File: src/rtl/icache_refill_pkg.sv
// Shared definitions for the instruction-cache line refill engine.
// Holds the FSM state encoding, AXI burst-type constants and parameter defaults.
// Optional build macro: ICACHE_REFILL_WRAP_EN (selects WRAP bursts, critical word first).
package icache_refill_pkg;

  localparam int LINE_WORDS_DEF = 8;
  localparam int INDEX_BITS_DEF = 7;
  localparam int TAG_BITS_DEF   = 20;

  localparam logic [1:0] AXI_BURST_INCR = 2'b01;
  localparam logic [1:0] AXI_BURST_WRAP = 2'b10;

  typedef enum logic [1:0] {
    ST_IDLE = 2'd0,
    ST_ADDR = 2'd1,
    ST_DATA = 2'd2,
    ST_DONE = 2'd3
  } state_t;

endpackage

File: src/rtl/icache_refill.sv
// Purpose: refills one I-cache line over AXI and writes it into the word banks and tag array.
// Latency: miss_req to miss_ack is LINE_WORDS+3 cycles (inclusive) with a ready AXI slave.
// Backpressure: AR waits on ar_ready; R beats are taken only when r_valid is high in DATA.
// Optional macro ICACHE_REFILL_WRAP_EN: WRAP burst from the missing word, else INCR from word 0.
module icache_refill
  import icache_refill_pkg::*;
#(
  parameter int LINE_WORDS = LINE_WORDS_DEF,
  parameter int INDEX_BITS = INDEX_BITS_DEF,
  parameter int TAG_BITS   = TAG_BITS_DEF
) (
  input  logic                  clk,
  input  logic                  rst,
  input  logic                  miss_req,
  input  logic [31:0]           miss_addr,
  output logic                  miss_ack,
  output logic                  crit_valid,
  output logic [31:0]           crit_data,
  output logic                  ar_valid,
  input  logic                  ar_ready,
  output logic [31:0]           ar_addr,
  output logic [7:0]            ar_len,
  output logic [1:0]            ar_burst,
  input  logic                  r_valid,
  output logic                  r_ready,
  input  logic [31:0]           r_data,
  input  logic                  r_last,
  output logic [LINE_WORDS-1:0] data_wen,
  output logic [31:0]           data_addr,
  output logic [31:0]           data_wdata,
  output logic                  tag_wen,
  output logic [TAG_BITS:0]     tag_wdata,
  output logic                  busy
);

  localparam int WORD_BITS = $clog2(LINE_WORDS);
  localparam int OFF_BITS  = WORD_BITS + 2;
  localparam logic [WORD_BITS-1:0] CNT_ONE = 1;
  localparam logic [LINE_WORDS-1:0] WEN_ONE = 1;

  state_t               r_state;
  state_t               w_next;
  logic [29:0]          r_waddr;   // latched miss_addr[31:2]
  logic [WORD_BITS-1:0] r_cnt;     // bank index of the next beat
  logic [WORD_BITS-1:0] r_beats;   // beats received so far in this burst

  logic                 w_accept;
  logic                 w_beat;
  logic                 w_final;
  logic [WORD_BITS-1:0] w_start;
  logic [WORD_BITS-1:0] w_crit_word;
  logic [31:0]          w_line_addr;
  logic [31:0]          w_ar_addr;
  logic [1:0]           w_ar_burst;
  logic [TAG_BITS-1:0]  w_tag;
  logic                 w_unused;

  assign w_accept    = (r_state == ST_IDLE) && miss_req;
  assign w_beat      = (r_state == ST_DATA) && r_valid;
  // The burst ends on beat count alone, so a misplaced or missing r_last cannot
  // truncate or overrun the line.
  assign w_final     = w_beat && (r_beats == '1);
  assign w_crit_word = r_waddr[WORD_BITS-1:0];
  assign w_line_addr = {r_waddr[29:WORD_BITS], {OFF_BITS{1'b0}}};
  assign w_tag       = r_waddr[OFF_BITS+INDEX_BITS-2 +: TAG_BITS];

  // Byte offset and r_last carry no information this engine acts on.
  assign w_unused    = ^{miss_addr[1:0], r_last};

`ifdef ICACHE_REFILL_WRAP_EN
  assign w_start    = miss_addr[OFF_BITS-1:2];
  assign w_ar_addr  = {r_waddr, 2'b00};
  assign w_ar_burst = AXI_BURST_WRAP;
`else
  assign w_start    = '0;
  assign w_ar_addr  = w_line_addr;
  assign w_ar_burst = AXI_BURST_INCR;
`endif

  // State register.
  always_ff @(posedge clk) begin
    if (rst) r_state <= ST_IDLE;
    else     r_state <= w_next;
  end

  // Capture the missing address when a miss is accepted from IDLE.
  always_ff @(posedge clk) begin
    if (rst)           r_waddr <= '0;
    else if (w_accept) r_waddr <= miss_addr[31:2];
  end

  // Bank index and beat count: seeded on acceptance, advanced once per R beat.
  always_ff @(posedge clk) begin
    if (rst) begin
      r_cnt   <= '0;
      r_beats <= '0;
    end else if (w_accept) begin
      r_cnt   <= w_start;
      r_beats <= '0;
    end else if (w_beat) begin
      r_cnt   <= r_cnt + CNT_ONE;
      r_beats <= r_beats + CNT_ONE;
    end
  end

  // Next-state and handshake outputs.
  always_comb begin
    w_next   = r_state;
    miss_ack = 1'b0;
    ar_valid = 1'b0;
    r_ready  = 1'b0;
    busy     = (r_state != ST_IDLE);
    unique case (r_state)
      ST_IDLE: if (miss_req) w_next = ST_ADDR;
      ST_ADDR: begin
        ar_valid = 1'b1;
        if (ar_ready) w_next = ST_DATA;
      end
      ST_DATA: begin
        r_ready = 1'b1;
        if (w_final) w_next = ST_DONE;
      end
      ST_DONE: begin
        miss_ack = 1'b1;
        w_next   = ST_IDLE;
      end
      default: w_next = ST_IDLE;
    endcase
  end

  // Address/data outputs are zeroed whenever their strobe is low.
  always_comb begin
    ar_addr    = '0;
    ar_len     = '0;
    ar_burst   = '0;
    data_wen   = '0;
    data_addr  = '0;
    data_wdata = '0;
    crit_valid = 1'b0;
    crit_data  = '0;
    tag_wen    = 1'b0;
    tag_wdata  = '0;
    if (r_state == ST_ADDR) begin
      ar_addr  = w_ar_addr;
      ar_len   = 8'(LINE_WORDS - 1);
      ar_burst = w_ar_burst;
    end
    if (w_beat) begin
      data_wen   = WEN_ONE << r_cnt;
      data_addr  = w_line_addr;
      data_wdata = r_data;
      if (r_cnt == w_crit_word) begin
        crit_valid = 1'b1;
        crit_data  = r_data;
      end
    end
    if (w_final) begin
      tag_wen   = 1'b1;
      tag_wdata = {1'b1, w_tag};
    end
  end

endmodule

File: config.mk
export PLATFORM = sky130hd
export DESIGN_NAME = icache_refill
export DESIGN_NICKNAME = d
export VERILOG_FILES = /design/src/rtl/icache_refill_pkg.sv /design/src/rtl/icache_refill.sv
export SDC_FILE = /design/constraint.sdc
export NUM_CORES = 1
export LEC_CHECK = 0
export BUFFER_PORTS_ARGS = -buffer_cell sky130_fd_sc_hd__buf_4
export CORE_AREA = 2 2 95 97
export CTS_CLUSTER_SIZE = 28
export DETAILED_ROUTE_END_ITERATION = 10
export DIE_AREA = 0 0 97 99
export GPL_TIMING_DRIVEN = 0
export PLACE_DENSITY = 0.68
export SLEW_MARGIN = 20
export SYNTH_ARGS = -nofsm -noshare
export SYNTH_HDL_FRONTEND = slang
export SYNTH_SLANG_ARGS = --single-unit
File: constraint.sdc
create_clock -name clk -period 4.1 [get_ports clk]
set_clock_uncertainty 0.05 [all_clocks]
set_input_delay 1.23 -clock clk [delete_from_list [all_inputs] [get_ports clk]]
set_output_delay 1.23 -clock clk [all_outputs]
set_load 0.02 [all_outputs]
==> results of run 1 <==
[flip-flops by register name (all words and copies together) (netlist names)]
signal / count
r_beats: 3
r_cnt: 3
r_state: 2
r_waddr: 30
[per-layer routing]
metal / track usage (%) / vias to the layer above / share of wire [%]
met4: 4.77 / 0 / 1.9
met2: 39.5 / 145 / 53
met3: 5.11 / 15 / 7.0
met5: 0 / - / 0
met1: 22.0 / 1445 / 38
li1: - / 1681 / -
[cells by family after synthesis]
group                      synth area share (%)
AOI/OAI and AO/OA                          7.06
xor gates and xnor gates                   1.57
adders and majority gates                  5.84
buffers and inverters                      11.7
DFF                                        27.3
muxes                                     0.360
other                                     0.135
and+or+nand+nor                            46.0
[cells in the mapped netlist (2+ instances only)]
library cell and n:
a21oi_1 33, and2_1 68, and2_2 12, and3_1 66, and3_2 3, buf_2 3
buf_4 21, buf_6 3, clkbuf_1 26, dfxtp_1 38, ha_1 13, inv_1 6
nand2_1 68, nand2b_1 5, nor2_1 4, xnor2_1 2, xor2_1 3
[worst min-delay path by stage]
stage | startpoint | endpoint | cells past startpoint
final | r_beats[1] | r_beats[1] | 2
after global routing | r_waddr[6] | r_waddr[6] | 2
after detailed placement | r_beats[1] | r_beats[1] | 2
after floorplan | r_beats[1] | r_beats[1] | 2
after global placement | r_beats[2] | r_beats[2] | 2
after CTS | r_beats[1] | r_beats[1] | 2
[critical path, cell delays in order]
cell,delay (ns)
buf_4,0.08
buf_2,0.22
and3_1,0.24
clkbuf_1,0.41
and2_1,0.21
buf_4,0.14
[area by class of cell]
class / count / area [sq um]
fillers: 822 / 3810
multi-input cells: 300 / 1750
repair buffers: 222 / 1670
flip-flops and latches: 38 / 761
plain buffers: 53 / 304
well taps: 108 / 135
clock buffers: 6 / 82.6
inverters: 6 / 22.5
clock inverters: 2 / 12.5
[report_power, final]
| group | switching (mW) | total (mW) | internal, mW |
|---|---|---|---|
| sequential | 0.0536 | 0.482 | 0.429 |
| combinational | 0.550 | 0.934 | 0.385 |
| clock | 0.138 | 0.273 | 0.135 |
| total | 0.741 | 1.69 | 0.949 |
[per-stage QoR]
step                      hold WS, ns  total power, mW  utilization [%]  setup WS [ns]
final                           0.419             1.69             55.4          0.295
after global routing            0.441             1.81             55.4          0.196
after CTS                       0.421             1.71             55.4          0.269
after detailed placement        0.411             1.44             54.3          0.273
after global placement          0.401             1.42             54.3          0.300
after floorplan                 0.390             1.06                -          0.607
==> results.py, run 1 <==
metrics = {
    "outcome": {
        "status": "finished clean",
    },
    "routing": {
        "dr_total_vias": 3286,
        "drtAntennaViolNets": 0,
        "dr.pass1.iters": 4,
        "wl_per_cell_um": 14.3,
        "wirelength_um": 10500,
        "drtIter0Drc": 114,
        "viasPerCell": 4.47,
        "drt_drc_violations_left": 0,
    },
    "power": {
        "p_per_area_nw_per_um2": 357,
        "leakagePower_nw": 2.71,
        "vdd_drop_max_mv": 0.179,
    },
    "placement": {
        "dp.cells": 727,
        "place_area_sq_um": 4640,
        "place_congestion": 0.899,
        "place_hpwl_um": 8650,
        "io_buffers": 222,
    },
    "cells_and_area": {
        "fin_cells": 735,
        "mostFrequentLayoutCells": "243 x buf_4, 68 x and2_1, 68 x nand2_1",
        "area_growth_pct": 70.2,
        "final_common_cell": "buf_4",
        "nets": 709,
        "drive_gt1_share_pct": 43.7,
        "antenna_cells": 0,
        "design_area_sq_um": 4740,
    },
    "synth": {
        "ys_types": 25,
        "synth_edf_count": 0,
        "ys_seq_area_share_pct": 27.3,
        "syn_area_sq_um": 2780,
        "synth_area_leaders": "dfxtp_1 27%, and2_1 15%, and3_1 15%",
        "synth_top_area_share_pct": 27.3,
        "synth_flop_cell": "dfxtp_1",
        "yosys_register_bits": 38,
        "avgSynthCellArea_sq_um": 7.29,
        "synth_cells": 382,
        "async_flop_share_pct": 0,
        "synth_area_leader_cell": "dfxtp_1",
        "yosysWarningCount": 0,
    },
    "worst_setup_path": {
        "crit_type": "in2out",
        "end_kind": "primary output",
        "reg2reg_slack_ns": 2.28,
        "reg2reg_to": "r_cnt[2]",
        "crit_fanout": 11,
        "startpoint": "r_valid",
        "cp-start-kind": "primary input",
        "endpoint": "tag_wdata[17]",
        "ff2ff_path_depth": 7,
        "cp.arrival_ns": 2.52,
        "reg2reg_from": "r_state[0]",
        "crit_required_ns": 2.82,
    },
    "die": {
        "fp.coreArea_sq_um": 8550,
        "pin_count": 243,
        "die_area_sq_um": 9600,
        "die_x_um": 97,
        "initial_core_util_pct": 32.6,
        "die_h_um": 99,
        "rows": 34,
    },
    "global_route": {
        "antenna_found_initial": 0,
        "grt_pass1_vias": 3169,
        "grt_pass1_wl_um": 16000,
        "grt_max_degree": 16,
        "grtUsageTotal_pct": 20.3,
        "grt_overflow": 0,
    },
    "timing": {
        "fin_setup_tns_ns": 0,
        "tightest_slew_ns": 0.539,
        "rsz0062_at_grt": "no",
        "fmax_mhz": 263,
        "hold_viol": 0,
        "period_needed_ns": 3.80,
        "maxSlewHeadroom_pct": 64.0,
        "setup_viol": 0,
        "post-route-period-util_pct": 92.8,
        "drv_slew": 0,
    },
    "clock_tree": {
        "path_clk_slew_ns": 0.07,
        "cts-resized-gates": 0,
        "clock_sinks": 38,
        "cts_tree": "built",
        "cts_setup_buffers": 0,
        "insertion_delay_ns": 0.29,
        "ctsHoldBuffers": 0,
        "h-tree-depth": 2,
        "cts_buffers": 5,
        "cts_max_path_buffers": 2,
        "clockRootBuffer": "clkbuf_8",
    },
    "hold_path": {
        "hold_path.class": "reg2reg",
    },
    "flow_run": {
        "cap_violations": 0,
    },
}
Power figures use the tool's default switching activity.
==> run 2, diff against run 1 <==
--- a/config.mk
+++ b/config.mk
@@ -11,6 +11,7 @@
 export DETAILED_ROUTE_END_ITERATION = 10
 export DIE_AREA = 0 0 97 99
 export GPL_TIMING_DRIVEN = 0
+export MAX_ROUTING_LAYER = met4
 export PLACE_DENSITY = 0.68
 export SLEW_MARGIN = 20
 export SYNTH_ARGS = -nofsm -noshare
==> results.py, run 2 (synthesis gave the netlist of run 1 again) <==
metrics = {
    "cells_and_area": {
        "reg.largest.list": "r_waddr: 30 flops, r_beats: 3 flops, r_cnt: 3 flops",
        "area_growth_pct": 70.6,
        "regMostFlops": "r_waddr",
        "nFillCells": 828,
        "final_common_cell": "buf_4",
        "largest_reg_flops": 30,
        "nets": 709,
        "drive_gt1_share_pct": 43.4,
        "fin_cells": 735,
        "antenna_cells": 0,
        "mostFrequentLayoutCells": "243 x buf_4, 68 x and2_1, 68 x nand2_1",
    },
    "die": {
        "fp.coreArea_sq_um": 8550,
        "initial_core_util_pct": 32.6,
        "die_x_um": 97,
        "rows": 34,
        "die_area_sq_um": 9600,
        "die_h_um": 99,
        "pin_count": 243,
    },
    "worst_setup_path": {
        "cp-start-kind": "primary input",
        "end_kind": "primary output",
        "cp.arrival_ns": 2.51,
        "crit_fanout": 11,
        "crit_required_ns": 2.82,
        "crit_type": "in2out",
    },
    "clock_tree": {
        "cts_buffers": 5,
        "cts-resized-gates": 0,
        "clockRootBuffer": "clkbuf_8",
        "ctsHoldBuffers": 0,
        "path_clk_slew_ns": 0.07,
        "cts_max_path_buffers": 2,
        "cts_tree": "built",
        "h-tree-depth": 2,
        "insertion_delay_ns": 0.28,
        "clock_sinks": 38,
        "cts_setup_buffers": 0,
    },
    "timing": {
        "fin_setup_tns_ns": 0,
        "fmax_mhz": 264,
        "rsz0062_at_grt": "no",
        "maxSlewHeadroom_pct": 64.3,
        "hold_viol": 0,
        "setup_ws_ns": 0.306,
        "drv_slew": 0,
        "setup_viol": 0,
        "tightest_slew_ns": 0.536,
        "post-route-period-util_pct": 92.5,
        "period_needed_ns": 3.79,
    },
    "placement": {
        "dp.cells": 727,
        "post-place-ws_ns": 0.281,
        "place_hpwl_um": 8550,
        "io_buffers": 222,
        "place_congestion": 0.914,
    },
    "routing": {
        "drtIter0Drc": 87,
        "drt_drc_violations_left": 0,
        "viasPerCell": 4.51,
        "dr.pass1.iters": 4,
        "dr_total_vias": 3316,
        "wl_per_cell_um": 14.1,
        "wirelength_um": 10300,
        "drtAntennaViolNets": 0,
    },
    "power": {
        "p_per_area_nw_per_um2": 364,
        "leakagePower_nw": 2.72,
        "vdd_drop_max_mv": 0.220,
    },
    "flow_run": {
        "cap_violations": 0,
    },
    "outcome": {
        "status": "finished clean",
    },
    "global_route": {
        "grt_overflow": 0,
        "grt_pass1_vias": 3113,
        "antenna_found_initial": 0,
        "grt_max_degree": 16,
        "grtUsageTotal_pct": 20.5,
        "grt_pass1_wl_um": 15600,
    },
    "hold_path": {
        "hold_path.class": "reg2reg",
    },
}
run 2: final cells by class:
type	instances	area, sq um	share of cell area, %
Buffer	53	304	6.40
Clock inverter	1	30.0	0.632
Multi-Input combinational cell	300	1750	36.9
Timing Repair Buffer	222	1670	35.1
Tap cell	108	135	2.85
Inverter	6	22.5	0.474
Clock buffer	7	76.3	1.61
Sequential cell	38	761	16.0
run 2: critical path: stages:
cell,delay (ns)
buf_4,0.08
buf_2,0.22
and3_1,0.24
clkbuf_1,0.39
and2_1,0.21
buf_4,0.14
run 2: metal layers:
layer  vias up  global-route usage (%)  routed length (um)  part of all wire [%]
li1       1683                       -                   -                     -
met1      1470                    22.6                4110                    40
met2       149                    38.2                5430                    52
met3        14                    3.55                 661                   6.4
met4         0                    4.77                 146                   1.4
met5         -                       -                   0                     0
run 2: path summary, 6_finish.rpt:
kind,from,endpoint,slack [ns],depth (start not counted)
setup / recovery,r_valid,tag_wdata[19],0.31,6
setup reg to reg,r_state[0],r_cnt[2],2.24,7
hold / removal,r_beats[1],r_beats[1],0.42,2
hold reg to reg,r_beats[1],r_beats[1],0.42,2
run 2: power by group:
part           total (mW)  switching, mW  internal (mW)
registers           0.481         0.0521          0.429
clock network       0.309          0.127          0.182
logic               0.937          0.552          0.385
total                1.73          0.731          0.996
run 2: per-stage QoR:
step	area (sq um)	power (mW)	hold slack [ns]	util, %
CTS	4750	1.75	0.414	55.5
global route	4750	1.85	0.439	55.5
floorplan	2840	1.06	0.390	-
global placement	4640	1.42	0.398	54.3
finish	4750	1.73	0.415	55.5
detailed placement	4640	1.44	0.403	54.3
==> run 3, diff against run 2 <==
--- a/config.mk
+++ b/config.mk
@@ -13,6 +13,7 @@
 export GPL_TIMING_DRIVEN = 0
 export MAX_ROUTING_LAYER = met4
 export PLACE_DENSITY = 0.68
+export SETUP_SLACK_MARGIN = 0.5
 export SLEW_MARGIN = 20
 export SYNTH_ARGS = -nofsm -noshare
 export SYNTH_HDL_FRONTEND = slang
==> results.py, run 3 (synthesis gave the netlist of run 1 again) <==
metrics = {
    "outcome": {
        "status": "finished clean",
    },
    "worst_setup_path": {
        "cp.arrival_ns": 2.30,
        "crit_type": "in2out",
        "cp-start-kind": "primary input",
        "cp_cell_sequence": "buf_4 > buf_4 > and2_2 > buf_4 > and3_2 > buf_4",
        "crit_required_ns": 2.82,
        "cpLargestDelayFamily": "buffers and inverters",
        "crit_buf_inv": 4,
        "crit_path_frequent_cell": "buf_4",
        "slowest_delay_ns": 0.24,
        "end_kind": "primary output",
        "crit_fanout": 10,
        "worst_path_max_delay_cell": "and2_2",
    },
    "cells_and_area": {
        "largest_reg_flops": 30,
        "antenna_cells": 0,
        "regMostFlops": "r_waddr",
        "final_common_cell": "buf_4",
        "area_growth_pct": 71.5,
        "nFillCells": 822,
        "nets": 710,
        "fin_util_pct": 55.8,
        "reg.largest.list": "r_waddr: 30 flops, r_beats: 3 flops, r_cnt: 3 flops",
        "seq_area_sq_um": 761,
        "fin_cells": 736,
        "drive_gt1_share_pct": 44.1,
        "mostFrequentLayoutCells": "245 x buf_4, 68 x and2_1, 68 x nand2_1",
        "multi_input_area_sq_um": 1750,
    },
    "clock_tree": {
        "ctsHoldBuffers": 0,
        "h-tree-depth": 2,
        "insertion_delay_ns": 0.28,
        "clock_sinks": 38,
        "cts_buffers": 5,
        "path_clk_slew_ns": 0.07,
        "cts_tree": "built",
        "cts_max_path_buffers": 2,
        "clockRootBuffer": "clkbuf_8",
    },
    "timing": {
        "fin_setup_tns_ns": 0,
        "hold_viol": 0,
        "tightest_slew_ns": 0.531,
        "drv_slew": 0,
        "fmax_mhz": 280,
        "rsz0062_at_grt": "yes",
        "setup_viol": 0,
        "post-route-period-util_pct": 87.2,
        "maxSlewHeadroom_pct": 64.6,
        "period_needed_ns": 3.58,
    },
    "die": {
        "initial_core_util_pct": 32.6,
        "fp.coreArea_sq_um": 8550,
        "die_h_um": 99,
        "pin_count": 243,
        "die_x_um": 97,
        "die_area_sq_um": 9600,
        "rows": 34,
    },
    "power": {
        "p_per_area_nw_per_um2": 363,
        "finalPower_mw": 1.73,
        "leakagePower_nw": 2.74,
        "vdd_drop_max_mv": 0.220,
    },
    "placement": {
        "place_congestion": 0.914,
        "place_hpwl_um": 8550,
        "dp.cells": 727,
        "io_buffers": 222,
    },
    "global_route": {
        "grtUsageTotal_pct": 20.5,
        "grt_pass1_wl_um": 15600,
        "grt_pass1_vias": 3119,
        "antenna_found_initial": 0,
        "grt_max_degree": 16,
        "grt_overflow": 0,
    },
    "routing": {
        "dr_total_vias": 3323,
        "wirelength_um": 10400,
        "drtIter0Drc": 74,
        "drtAntennaViolNets": 0,
        "drt_drc_violations_left": 0,
        "dr.pass1.iters": 4,
        "viasPerCell": 4.51,
        "wl_per_cell_um": 14.1,
    },
    "flow_run": {
        "cap_violations": 0,
    },
    "hold_path": {
        "hold_path.class": "reg2reg",
    },
}
==> run 3: layer usage <==
layer	global-route usage, %	vias up	part of all wire [%]
met5	-	-	0
met4	4.77	0	1.3
met3	3.55	12	6.5
met2	38.3	154	52
met1	22.6	1471	40
li1	-	1686	-
==> run 3: timing repair <==
| item | 4_1_cts | 5_1_grt |
|---|---|---|
| buffers inserted | 1 | 0 |
| gates resized for setup | 7 | 5 |
| pin swaps | 1 | 1 |
| setup endpoints to repair | 32 | 38 |
| gates cloned | 0 | 0 |
==> run 3: cell type report <==
class,instances,area share (%)
buffer,53,6.66
sequential,38,15.9
multi-input combinational,300,36.7
inverter,6,0.472
clock buffer,7,1.60
timing repair buffer,223,35.1
tap,108,2.83
clock inverter,1,0.629
==> run 3: worst paths after layout <==
path / start / end / slack, ns / cells past startpoint
worst max register to register: r_state[0] / r_state[0] / 2.36 / 6
worst min-delay path: r_beats[2] / r_beats[2] / 0.42 / 2
worst max-delay path: r_valid / data_wen[6] / 0.52 / 6
worst min register to register: r_beats[2] / r_beats[2] / 0.42 / 2
==> run 3: tightest hold or removal path, cell delays in order (launching register included) <==
cell and delay (ns):
dfxtp_1 0.32, nand2_1 0.05, a21oi_1 0.05
==> run 3: through the flow <==
step                      instance area, sq um  hold WS (ns)  setup WS [ns]
after floorplan                           2840         0.390          0.607
after global placement                    4640         0.398          0.301
after detailed placement                  4640         0.403          0.281
after CTS                                 4770         0.414          0.507
after global routing                      4770         0.439          0.496
final                                     4770         0.415          0.525
==> run 3: power breakdown <==
group / internal, mW / leakage [nW] / switching, mW / total, mW
clock network: 0.182 / 0.0524 / 0.127 / 0.309
registers: 0.429 / 0.311 / 0.0523 / 0.481
logic: 0.389 / 2.37 / 0.554 / 0.943
total: 1.00 / 2.74 / 0.733 / 1.73
